<file path="config.mk">
export PLATFORM = sky130hd
export DESIGN_NAME = mem_arbiter
export DESIGN_NICKNAME = d
export VERILOG_FILES = /design/src/rtl/mem_arb_pkg.sv /design/src/rtl/mem_fill_buffer.sv /design/src/rtl/mem_arbiter.sv
export SDC_FILE = /design/constraint.sdc
export NUM_CORES = 1
export LEC_CHECK = 0
export BUFFER_PORTS_ARGS = -buffer_cell sky130_fd_sc_hd__buf_2
export CORE_MARGIN = 2
export CORE_UTILIZATION = 51
export CTS_CLUSTER_SIZE = 12
export DETAILED_ROUTE_END_ITERATION = 8
export GPL_TIMING_DRIVEN = 0
export HOLD_SLACK_MARGIN = 0.02
export PLACE_DENSITY_LB_ADDON = 0.15
export SKIP_CTS_REPAIR_TIMING = 1
export SLEW_MARGIN = 20
export SYNTH_ARGS = -nofsm -noshare
export SYNTH_HDL_FRONTEND = slang
export SYNTH_SLANG_ARGS = --single-unit
export TNS_END_PERCENT = 20
</file>
<file path="constraint.sdc">
create_clock -name clk -period 2 [get_ports clk]
set_input_delay 0.3 -clock clk [delete_from_list [all_inputs] [get_ports clk]]
set_output_delay 0.3 -clock clk [all_outputs]
set_load 0.05 [all_outputs]
</file>
<file path="src/rtl/mem_arb_pkg.sv">
`default_nettype none
// ============================================================================
// Module      : mem_arb_pkg
// Description : Shared types and constants for the cache/memory arbiter.
// Revision    : 1.0 - initial release
// ============================================================================
package mem_arb_pkg;

    typedef enum logic [2:0] {
        IDLE,
        I_FILL,
        D_FILL,
        D_WRITE,
        DONE
    } arb_state_t;

    typedef enum logic {
        GNT_I,
        GNT_D
    } grant_t;

    localparam int WORD_BYTES = 4;

endpackage
`default_nettype wire

</file>
<file path="src/rtl/mem_fill_buffer.sv">
`default_nettype none
// ============================================================================
// Module      : mem_fill_buffer
// Description : BLOCKSIZE-word block register with indexed word write and a
//               synchronous clear. Word 0 occupies the most-significant slot.
// Revision    : 1.0 - initial release
// ============================================================================
module mem_fill_buffer #(
    parameter int BLOCKSIZE = 4,
    parameter int IDX_W     = $clog2(BLOCKSIZE)
) (
    input  logic                      clk,
    input  logic                      i_clr,
    input  logic                      i_en,
    input  logic [IDX_W-1:0]          i_idx,
    input  logic [31:0]               i_wdata,
    output logic [BLOCKSIZE*32-1:0]   o_block
);

    for (genvar k = 0; k < BLOCKSIZE; k++) begin : g_word
        logic [31:0] r_word_q;
        logic [31:0] w_word_d;

        always_comb begin
            w_word_d = r_word_q;
            if (i_clr) begin
                w_word_d = '0;
            end else if (i_en && (i_idx == IDX_W'(k))) begin
                w_word_d = i_wdata;
            end
        end

        always_ff @(posedge clk) begin
            r_word_q <= w_word_d;
        end

        assign o_block[32*(BLOCKSIZE-k)-1 -: 32] = r_word_q;
    end

endmodule
`default_nettype wire

</file>
<file path="src/rtl/mem_arbiter.sv">
`default_nettype none
// ============================================================================
// Module      : mem_arbiter
// Description : Shares one word-wide memory port between icache block fills
//               and dcache fills / write-through stores. Optional macro
//               MEM_ARB_ROUND_ROBIN_EN replaces fixed dcache priority with
//               last-grant round robin.
// Revision    : 1.0 - initial release
// ============================================================================
module mem_arbiter
    import mem_arb_pkg::*;
#(
    parameter int BLOCKSIZE = 4,
    parameter int ADDRBITS  = 32
) (
    input  logic                    clk,
    input  logic                    reset,
    input  logic                    i_req,
    input  logic [ADDRBITS-1:0]     i_addr,
    output logic [BLOCKSIZE*32-1:0] i_rdata,
    output logic                    i_done,
    input  logic                    d_req,
    input  logic                    d_we,
    input  logic [ADDRBITS-1:0]     d_addr,
    input  logic [31:0]             d_wdata,
    output logic [BLOCKSIZE*32-1:0] d_rdata,
    output logic                    d_done,
    output logic                    mem_req,
    output logic                    mem_we,
    output logic [ADDRBITS-1:0]     mem_addr,
    output logic [31:0]             mem_wd,
    input  logic [31:0]             mem_rd,
    input  logic                    mem_ack,
    output logic                    busy
);

    localparam int c_off   = $clog2(WORD_BYTES);
    localparam int c_cnt_w = $clog2(BLOCKSIZE);
    localparam int c_blk_w = BLOCKSIZE * 32;
    localparam logic [c_cnt_w-1:0] c_last = c_cnt_w'(BLOCKSIZE - 1);

    arb_state_t                 r_state_q, w_state_d;
    grant_t                     r_gnt_q,   w_gnt_d;
    logic [c_cnt_w-1:0]         r_cnt_q,   w_cnt_d;
    logic [ADDRBITS-1:c_off]    r_addr_q,  w_addr_d;
    logic [31:0]                r_wd_q,    w_wd_d;
    logic [c_blk_w-1:0]         r_irdata_q, w_irdata_d;
    logic [c_blk_w-1:0]         r_drdata_q, w_drdata_d;
    logic                       w_pick_d;
    logic                       w_buf_en;
    logic [c_blk_w-1:0]         w_buf_block;
    logic [c_blk_w-1:0]         w_fill_block;
    logic                       w_unused;

`ifdef MEM_ARB_ROUND_ROBIN_EN
    grant_t                     r_last_q, w_last_d;
`endif

    mem_fill_buffer #(
        .BLOCKSIZE (BLOCKSIZE),
        .IDX_W     (c_cnt_w)
    ) u_fill_buffer (
        .clk     (clk),
        .i_clr   (reset),
        .i_en    (w_buf_en),
        .i_idx   (r_cnt_q),
        .i_wdata (mem_rd),
        .o_block (w_buf_block)
    );

    // The final word lands in the last slot on the same edge the block is
    // published, so it is taken straight from mem_rd.
    assign w_fill_block = {w_buf_block[c_blk_w-1:32], mem_rd};
    assign w_unused     = ^{i_addr[c_off-1:0], d_addr[c_off-1:0], w_buf_block[31:0]};

    assign i_rdata = r_irdata_q;
    assign d_rdata = r_drdata_q;

    always_ff @(posedge clk) begin
        if (reset) begin
            r_state_q  <= IDLE;
            r_gnt_q    <= GNT_I;
            r_cnt_q    <= '0;
            r_addr_q   <= '0;
            r_wd_q     <= '0;
            r_irdata_q <= '0;
            r_drdata_q <= '0;
        end else begin
            r_state_q  <= w_state_d;
            r_gnt_q    <= w_gnt_d;
            r_cnt_q    <= w_cnt_d;
            r_addr_q   <= w_addr_d;
            r_wd_q     <= w_wd_d;
            r_irdata_q <= w_irdata_d;
            r_drdata_q <= w_drdata_d;
        end
    end

`ifdef MEM_ARB_ROUND_ROBIN_EN
    always_comb begin
        w_last_d = r_last_q;
        if ((r_state_q == IDLE) && (w_state_d != IDLE)) begin
            w_last_d = w_gnt_d;
        end
    end

    always_ff @(posedge clk) begin
        if (reset) begin
            r_last_q <= GNT_I;
        end else begin
            r_last_q <= w_last_d;
        end
    end
`endif

    always_comb begin
        w_state_d  = r_state_q;
        w_gnt_d    = r_gnt_q;
        w_cnt_d    = r_cnt_q;
        w_addr_d   = r_addr_q;
        w_wd_d     = r_wd_q;
        w_irdata_d = r_irdata_q;
        w_drdata_d = r_drdata_q;
        w_buf_en   = 1'b0;
        w_pick_d   = 1'b0;
        case (r_state_q)
            IDLE: begin
`ifdef MEM_ARB_ROUND_ROBIN_EN
                w_pick_d = d_req && (!i_req || (r_last_q == GNT_I));
`else
                w_pick_d = d_req;
`endif
                w_cnt_d = '0;
                if (w_pick_d) begin
                    w_gnt_d   = GNT_D;
                    w_addr_d  = d_addr[ADDRBITS-1:c_off];
                    w_wd_d    = d_wdata;
                    w_state_d = d_we ? D_WRITE : D_FILL;
                end else if (i_req) begin
                    w_gnt_d   = GNT_I;
                    w_addr_d  = i_addr[ADDRBITS-1:c_off];
                    w_state_d = I_FILL;
                end
            end
            I_FILL, D_FILL: begin
                if (mem_ack) begin
                    w_buf_en = 1'b1;
                    w_cnt_d  = r_cnt_q + 1'b1;
                    if (r_cnt_q == c_last) begin
                        w_state_d = DONE;
                        if (r_gnt_q == GNT_I) begin
                            w_irdata_d = w_fill_block;
                        end else begin
                            w_drdata_d = w_fill_block;
                        end
                    end
                end
            end
            D_WRITE: begin
                if (mem_ack) begin
                    w_state_d = DONE;
                end
            end
            DONE:    w_state_d = IDLE;
            default: w_state_d = IDLE;
        endcase
    end

    always_comb begin
        mem_req  = 1'b0;
        mem_we   = 1'b0;
        mem_addr = '0;
        mem_wd   = '0;
        i_done   = 1'b0;
        d_done   = 1'b0;
        busy     = (r_state_q != IDLE);
        case (r_state_q)
            I_FILL, D_FILL: begin
                mem_req  = 1'b1;
                mem_addr = {r_addr_q[ADDRBITS-1:c_off+c_cnt_w], r_cnt_q, {c_off{1'b0}}};
            end
            D_WRITE: begin
                mem_req  = 1'b1;
                mem_we   = 1'b1;
                mem_addr = {r_addr_q, {c_off{1'b0}}};
                mem_wd   = r_wd_q;
            end
            DONE: begin
                i_done = (r_gnt_q == GNT_I);
                d_done = (r_gnt_q == GNT_D);
            end
            default: ;
        endcase
    end

endmodule
`default_nettype wire
</file>
# [Yosys cells after proc, flatten, opt, wreduce, memory -nomap -nowiden]
# Index checks and enable logic that the tools add are counted.
[totals] regBits=420 latch_bits=0 ram_bits=0 romBits=0 inputBits=134 out_inout_bits=325 wordCells=60 mem_count=0
[op_classes] addsub=1 n_mul=0 div_mod_pow=0 magnitude_cmp=0 n_eq_ne=11 shift=0 n_mux=21 bitwise_logic=1 reduce_logical=16
[op_table] op="one-hot mux 32 bit (2 select lines)" count=1
[op_table] op="two-way mux 30 bit" count=2
[op_table] op="two-way mux 32 bit" count=1
[op_table] op="two-way mux 3 bit" count=5
[op_table] op="AND reduction 4 bit" count=3
[op_table] op="two-way mux 1 bit" count=9
[op_table] op="one-hot mux 3 bit (3 select lines)" count=1
[op_table] op="== test 3 x 2 -> 1 bit, second input constant" count=2
[op_table] op="inequality test 2 bit, second input constant" count=3
[op_table] op="AND reduction 2 bit" count=3
[op_table] op="== test 2 bit, second input constant" count=2
[op_table] op="one-hot mux 2 bit (2 select lines)" count=1
[op_table] op="nonzero test 2 bit" count=2
[op_table] op="== test 3 x 1 -> 1 bit, second input constant" count=1
[op_table] op="== test 3 bit, second input constant" count=1
[op_table] op="logical AND 1 bit" count=3
[op_table] op="zero test 3 bit" count=1
[op_table] op="inequality test 3 bit, second input constant" count=1
[op_table] op="nonzero test 3 bit" count=1
[op_table] op="OR reduction 3 bit" count=1
[op_table] op="adder 2 x 1 -> 2 bit, second input constant" count=1
[op_table] op="== test 2 x 1 -> 1 bit, second input constant" count=1
[op_table] op="zero test 2 bit" count=1
[op_table] op="two-way mux 2 bit" count=1
[op_table] op="other kinds (2)" count=2

# [Logic depth before layout (Yosys ltp)]
[depth] depth_word=4 mapped_depth=7 ltp_nobuf=5

# [Cells and area by module]
# A second synthesis with hierarchy kept.
[unflattened] hier_cells=1824 area_unflattened_um2=17859.6
[modules_own_cells] mod="mem_arbiter" instances=1 cells_per_inst=1370 area_each_um2=12796.0 seq_area_each_um2=6486.2
[modules_own_cells] mod="mem_fill_buffer" instances=1 cells_per_inst=454 area_each_um2=5063.6 seq_area_each_um2=2562.5

# [Worst setup path after synthesis]
# Ideal clock, no wire load.
[synth_path] path_type="flip-flop to output port" startpoint="register r_state_q[1]" endpoint="output port mem_wd[22]" t_arrival_ps=2116 required_time_ps=1700 setup_slack_ps=-416 path_stages_with_launch=6 path_buffers=2 cell_sequence="dfxtp_1 clkbuf_1 nand2_1 nor2_1 clkbuf_1 and2_1"
[synth_between] elab_chain_cells=2
[synth_lines] element="start: declaration" line_no="mem_arbiter.sv:42" source="arb_state_t r_state_q, w_state_d;"
[synth_lines] element="start signal: assignment" line_no="mem_arbiter.sv:89" source="r_state_q <= w_state_d;"
[synth_lines] element="== test 3 x 2 -> 1 bit" line_no="mem_arbiter.sv:177" source="case (r_state_q)"
[synth_lines] element="two-way mux 32 bit" line_no="mem_arbiter.sv:177"
[synth_lines] element="end: declaration" line_no="mem_arbiter.sv:31" source="output logic [31:0] mem_wd,"
# No other way between the ends.

# [Worst setup path in the final report]
[layout_path] startpoint="register r_state_q[0]" endpoint="output port mem_wd[24]"
# Same word-level chain as after synthesis.

==> results.py <==
metrics = {
    "clocking": {
        "cts_root_buffer": "clkbuf_16",
        "clkTransAtPathRegs_ps": 60,
        "cts_tree": "built",
        "clock_latency_ps": 530,
        "cts_buffer_depth": 3,
        "htreeDepth": 2,
        "numCtsBuffers": 43,
        "clkSinkCount": 420,
    },
    "floorplanning": {
        "rows": 64,
        "coreArea_sq_um": 30500,
        "die_h_um": 180,
        "dieArea_sq_um": 32300,
        "ios": 459,
        "die_w_um": 180,
        "floorplan.initialDensity_pct": 51.6,
    },
    "timing": {
        "fin_crit_sh_pct": 107,
        "rsz0062_at_grt": "yes",
        "hold_violations": 0,
        "fmax_mhz": 469,
        "maxSlewViolCount": 0,
        "fin_crit_ps": 2130,
        "hold-worst-slack_ps": 7.13,
        "fin_skew_ps": 11.8,
        "max-slew-margin-rel_pct": 40.5,
        "setup_viol": 53,
        "tightest_slew_ps": 892,
        "setup_ws_ps": -130,
    },
    "detailed_routing": {
        "post_drt_wl_per_cell_um": 19.6,
        "drt_iter0_drc": 650,
        "drc": 0,
        "dr.pass1.iters": 5,
        "viasPerCell": 5.23,
        "drt-total-wl_mm": 49.5,
        "ant_nets": 0,
        "num_vias": 13200,
    },
    "synth": {
        "yosys_warnings": 0,
        "synthCells": 1579,
        "synth_xor_area_share_pct": 0.0557,
        "muxShareOfSynthArea_pct": 24.4,
        "synthDistinctLibCells": 33,
        "yosysTopAreaCellShare_pct": 53.5,
        "synth_compound_area_share_pct": 4.04,
        "yosysTopAreaCell": "dfxtp_1",
        "synth_area_sq_um": 15700,
        "synth_adder_area_share_pct": 0.318,
        "synth-main-ff-cell": "dfxtp_1",
        "synth-seq-cells": 420,
        "postSynth.asyncResetShare_pct": 0,
        "synth-edff-count": 0,
        "ys_seq_area_share_pct": 53.5,
        "synth_simple_gate_area_share_pct": 14.1,
        "syn_area_per_cell_sq_um": 9.96,
        "synth_top_family_by_area": "multiplexers",
        "synth_area_leaders": "dfxtp_1, mux2i_1, nand2_1, and2_1, a21oi_1",
    },
    "worst_setup_path": {
        "cp.arrival_ps": 1830,
        "r2r_end": "r_wd_q[21]",
        "reg2regPathDepth": 6,
        "r2r_slack_ps": -40,
        "worstPathMaxFanout": 9,
        "worstSetupEndpointType": "primary output",
        "start_kind": "flip-flop",
        "cp.required_ps": 1700,
        "crit_type": "reg2out",
        "r2r-start": "r_state_q[0]",
        "startpoint": "r_state_q[0]",
    },
    "power": {
        "power_leakage_nw": 10.3,
        "irDropWorstVdd_mv": 0.633,
        "powerDensity_nw_per_um2": 912,
        "totalPowerFinal_mw": 19.0,
    },
    "hold_path": {
        "holdPathStages": 3,
        "min_from": "d_wdata[8]",
        "holdPathEnd": "r_wd_q[8]",
        "worstHoldPathType": "in2reg",
    },
    "placement": {
        "place.gp.congestion": 0.848,
        "port_buffers": 451,
        "dp_hpwl_mm": 35.5,
    },
    "global_routing": {
        "antenna_found_initial": 3,
        "track_usage_pct": 28.8,
        "grt_pass1_wl_mm": 73.6,
        "overflow": 0,
        "grt_pass1_vias": 12800,
        "grt_max_degree": 13,
    },
    "layout": {
        "fill_cells": 2480,
        "drive_gt1_share_pct": 29.3,
        "fin_nets": 2241,
        "area.growth.synth_to_final_pct": 32.2,
    },
    "run_status": {
        "violations": "negative setup slack",
        "status": "complete, but fails checks",
    },
    "flow_run": {
        "max_cap_viol_count": 0,
    },
}
==> cells in the final DEF, fill, tap and decap left out, types with 3 or more instances in the layout <==
cell type | synthesis | routed
dfxtp_1 | 420 | 418
buf_2 | 27 | 408
ha_1 | 4 | 4
clkbuf_8 | 0 | 9
buf_1 | 4 | 3
inv_1 | 6 | 6
clkbuf_16 | 0 | 44
nor2_1 | 8 | 5
buf_8 | 0 | 21
clkbuf_1 | 72 | 79
mux2i_1 | 382 | 382
buf_6 | 1 | 60
nor2_4 | 0 | 3
a21oi_1 | 67 | 66
nand3_1 | 4 | 4
nand2_1 | 453 | 452
a211oi_1 | 31 | 31
clkbuf_4 | 0 | 5
o21ai_0 | 3 | 3
dlygate4sd3_1 | 0 | 15
and2_4 | 0 | 34
buf_4 | 15 | 18
and2_1 | 61 | 25
==> critical path: stages, from the launching register on <==
cell	delay, ps
dfxtp_4	370
buf_6	140
nand2_4	80
nor2_4	120
buf_12	140
buf_6	130
and2_2	150
buf_6	150
==> cell families after synthesis <==
kind of cell    count (synthesis)
xor+xnor                        1
other cells                     1
simple gates                  537
flops                         420
mux                           383
compound gates                107
buf+inv                       126
fa+ha+maj                       4
==> layout make-up <==
type                    count  area [sq um]  share of cell area [%]
flip-flops and latches    420          8420                    40.5
multi-input cells        1034          6890                    33.1
repair buffers            478          3020                    14.5
clock buffers              68          1280                    6.16
plain buffers             119           637                    3.06
well taps                 396           495                    2.38
clock inverters             3          30.0                   0.144
inverters                   7          26.3                   0.126
diodes                      2          5.00                  0.0241
==> synthesized netlist by cell type (2+ instances only) <==
library cell  instances
clkbuf_1             72
o221a_2               2
inv_1                 6
mux2i_1             382
ha_1                  4
o21ai_0               3
a21oi_1              67
a31oi_1               2
buf_1                 4
buf_4                15
nand2_1             453
nor2_1                8
nor2b_1               2
a211oi_1             31
and2_1               61
and3_1                2
dfxtp_1             420
nand3_1               4
buf_2                27
==> flip-flops by register name, indices dropped and copies added, names as in the netlist <==
register,cells
i_rdata,128
r_addr_q,30
r_state_q,3
d_rdata,128
r_cnt_q,2
u_fill_buffer.g_word.r_word_q,96
r_wd_q,32
r_gnt_q,1
==> worst max-delay path by stage <==
stage          depth (start not counted)  slack, ps    endpoint
2_1_floorplan                          5        -60  mem_wd[22]
3_3_place_gp                           6       -410  mem_wd[13]
3_5_place_dp                           6       -420  mem_wd[13]
4_1_cts                                6      -1010  mem_wd[13]
5_1_grt                                6       -190  r_wd_q[21]
6_report                               7       -130  mem_wd[24]
==> report_power, final <==
part	internal, mW	switching, mW
logic	0.971	1.61
registers	8.68	0.145
clock network	4.37	3.20
==> through the flow <==
| step | instance area (sq um) | util (%) | instances | setup TNS [ps] | worst slack [ps] |
|---|---|---|---|---|---|
| 6_report | 20800 | 68.2 | 2527 | -4910 | -130 |
| 5_1_grt | 20800 | 68.1 | 2526 | -12350 | -186 |
| 4_1_cts | 19800 | 64.9 | 2498 | -74080 | -1010 |
| 3_5_place_dp | 18500 | 60.6 | 2427 | -61820 | -422 |
| 3_3_place_gp | 18500 | 60.6 | 2427 | -55230 | -408 |
| 2_1_floorplan | 15700 | - | 1580 | -385 | -55.0 |
==> per-layer routing <==
layer	vias to the layer above	track usage (%)	wire length [um]
met5	-	0	11
met4	2	9.66	1690
met3	100	7.15	3280
met2	429	48.0	23500
met1	6365	36.5	21000
li1	6311	-	-
No activity file was read; power rests on OpenSTA's default activity.
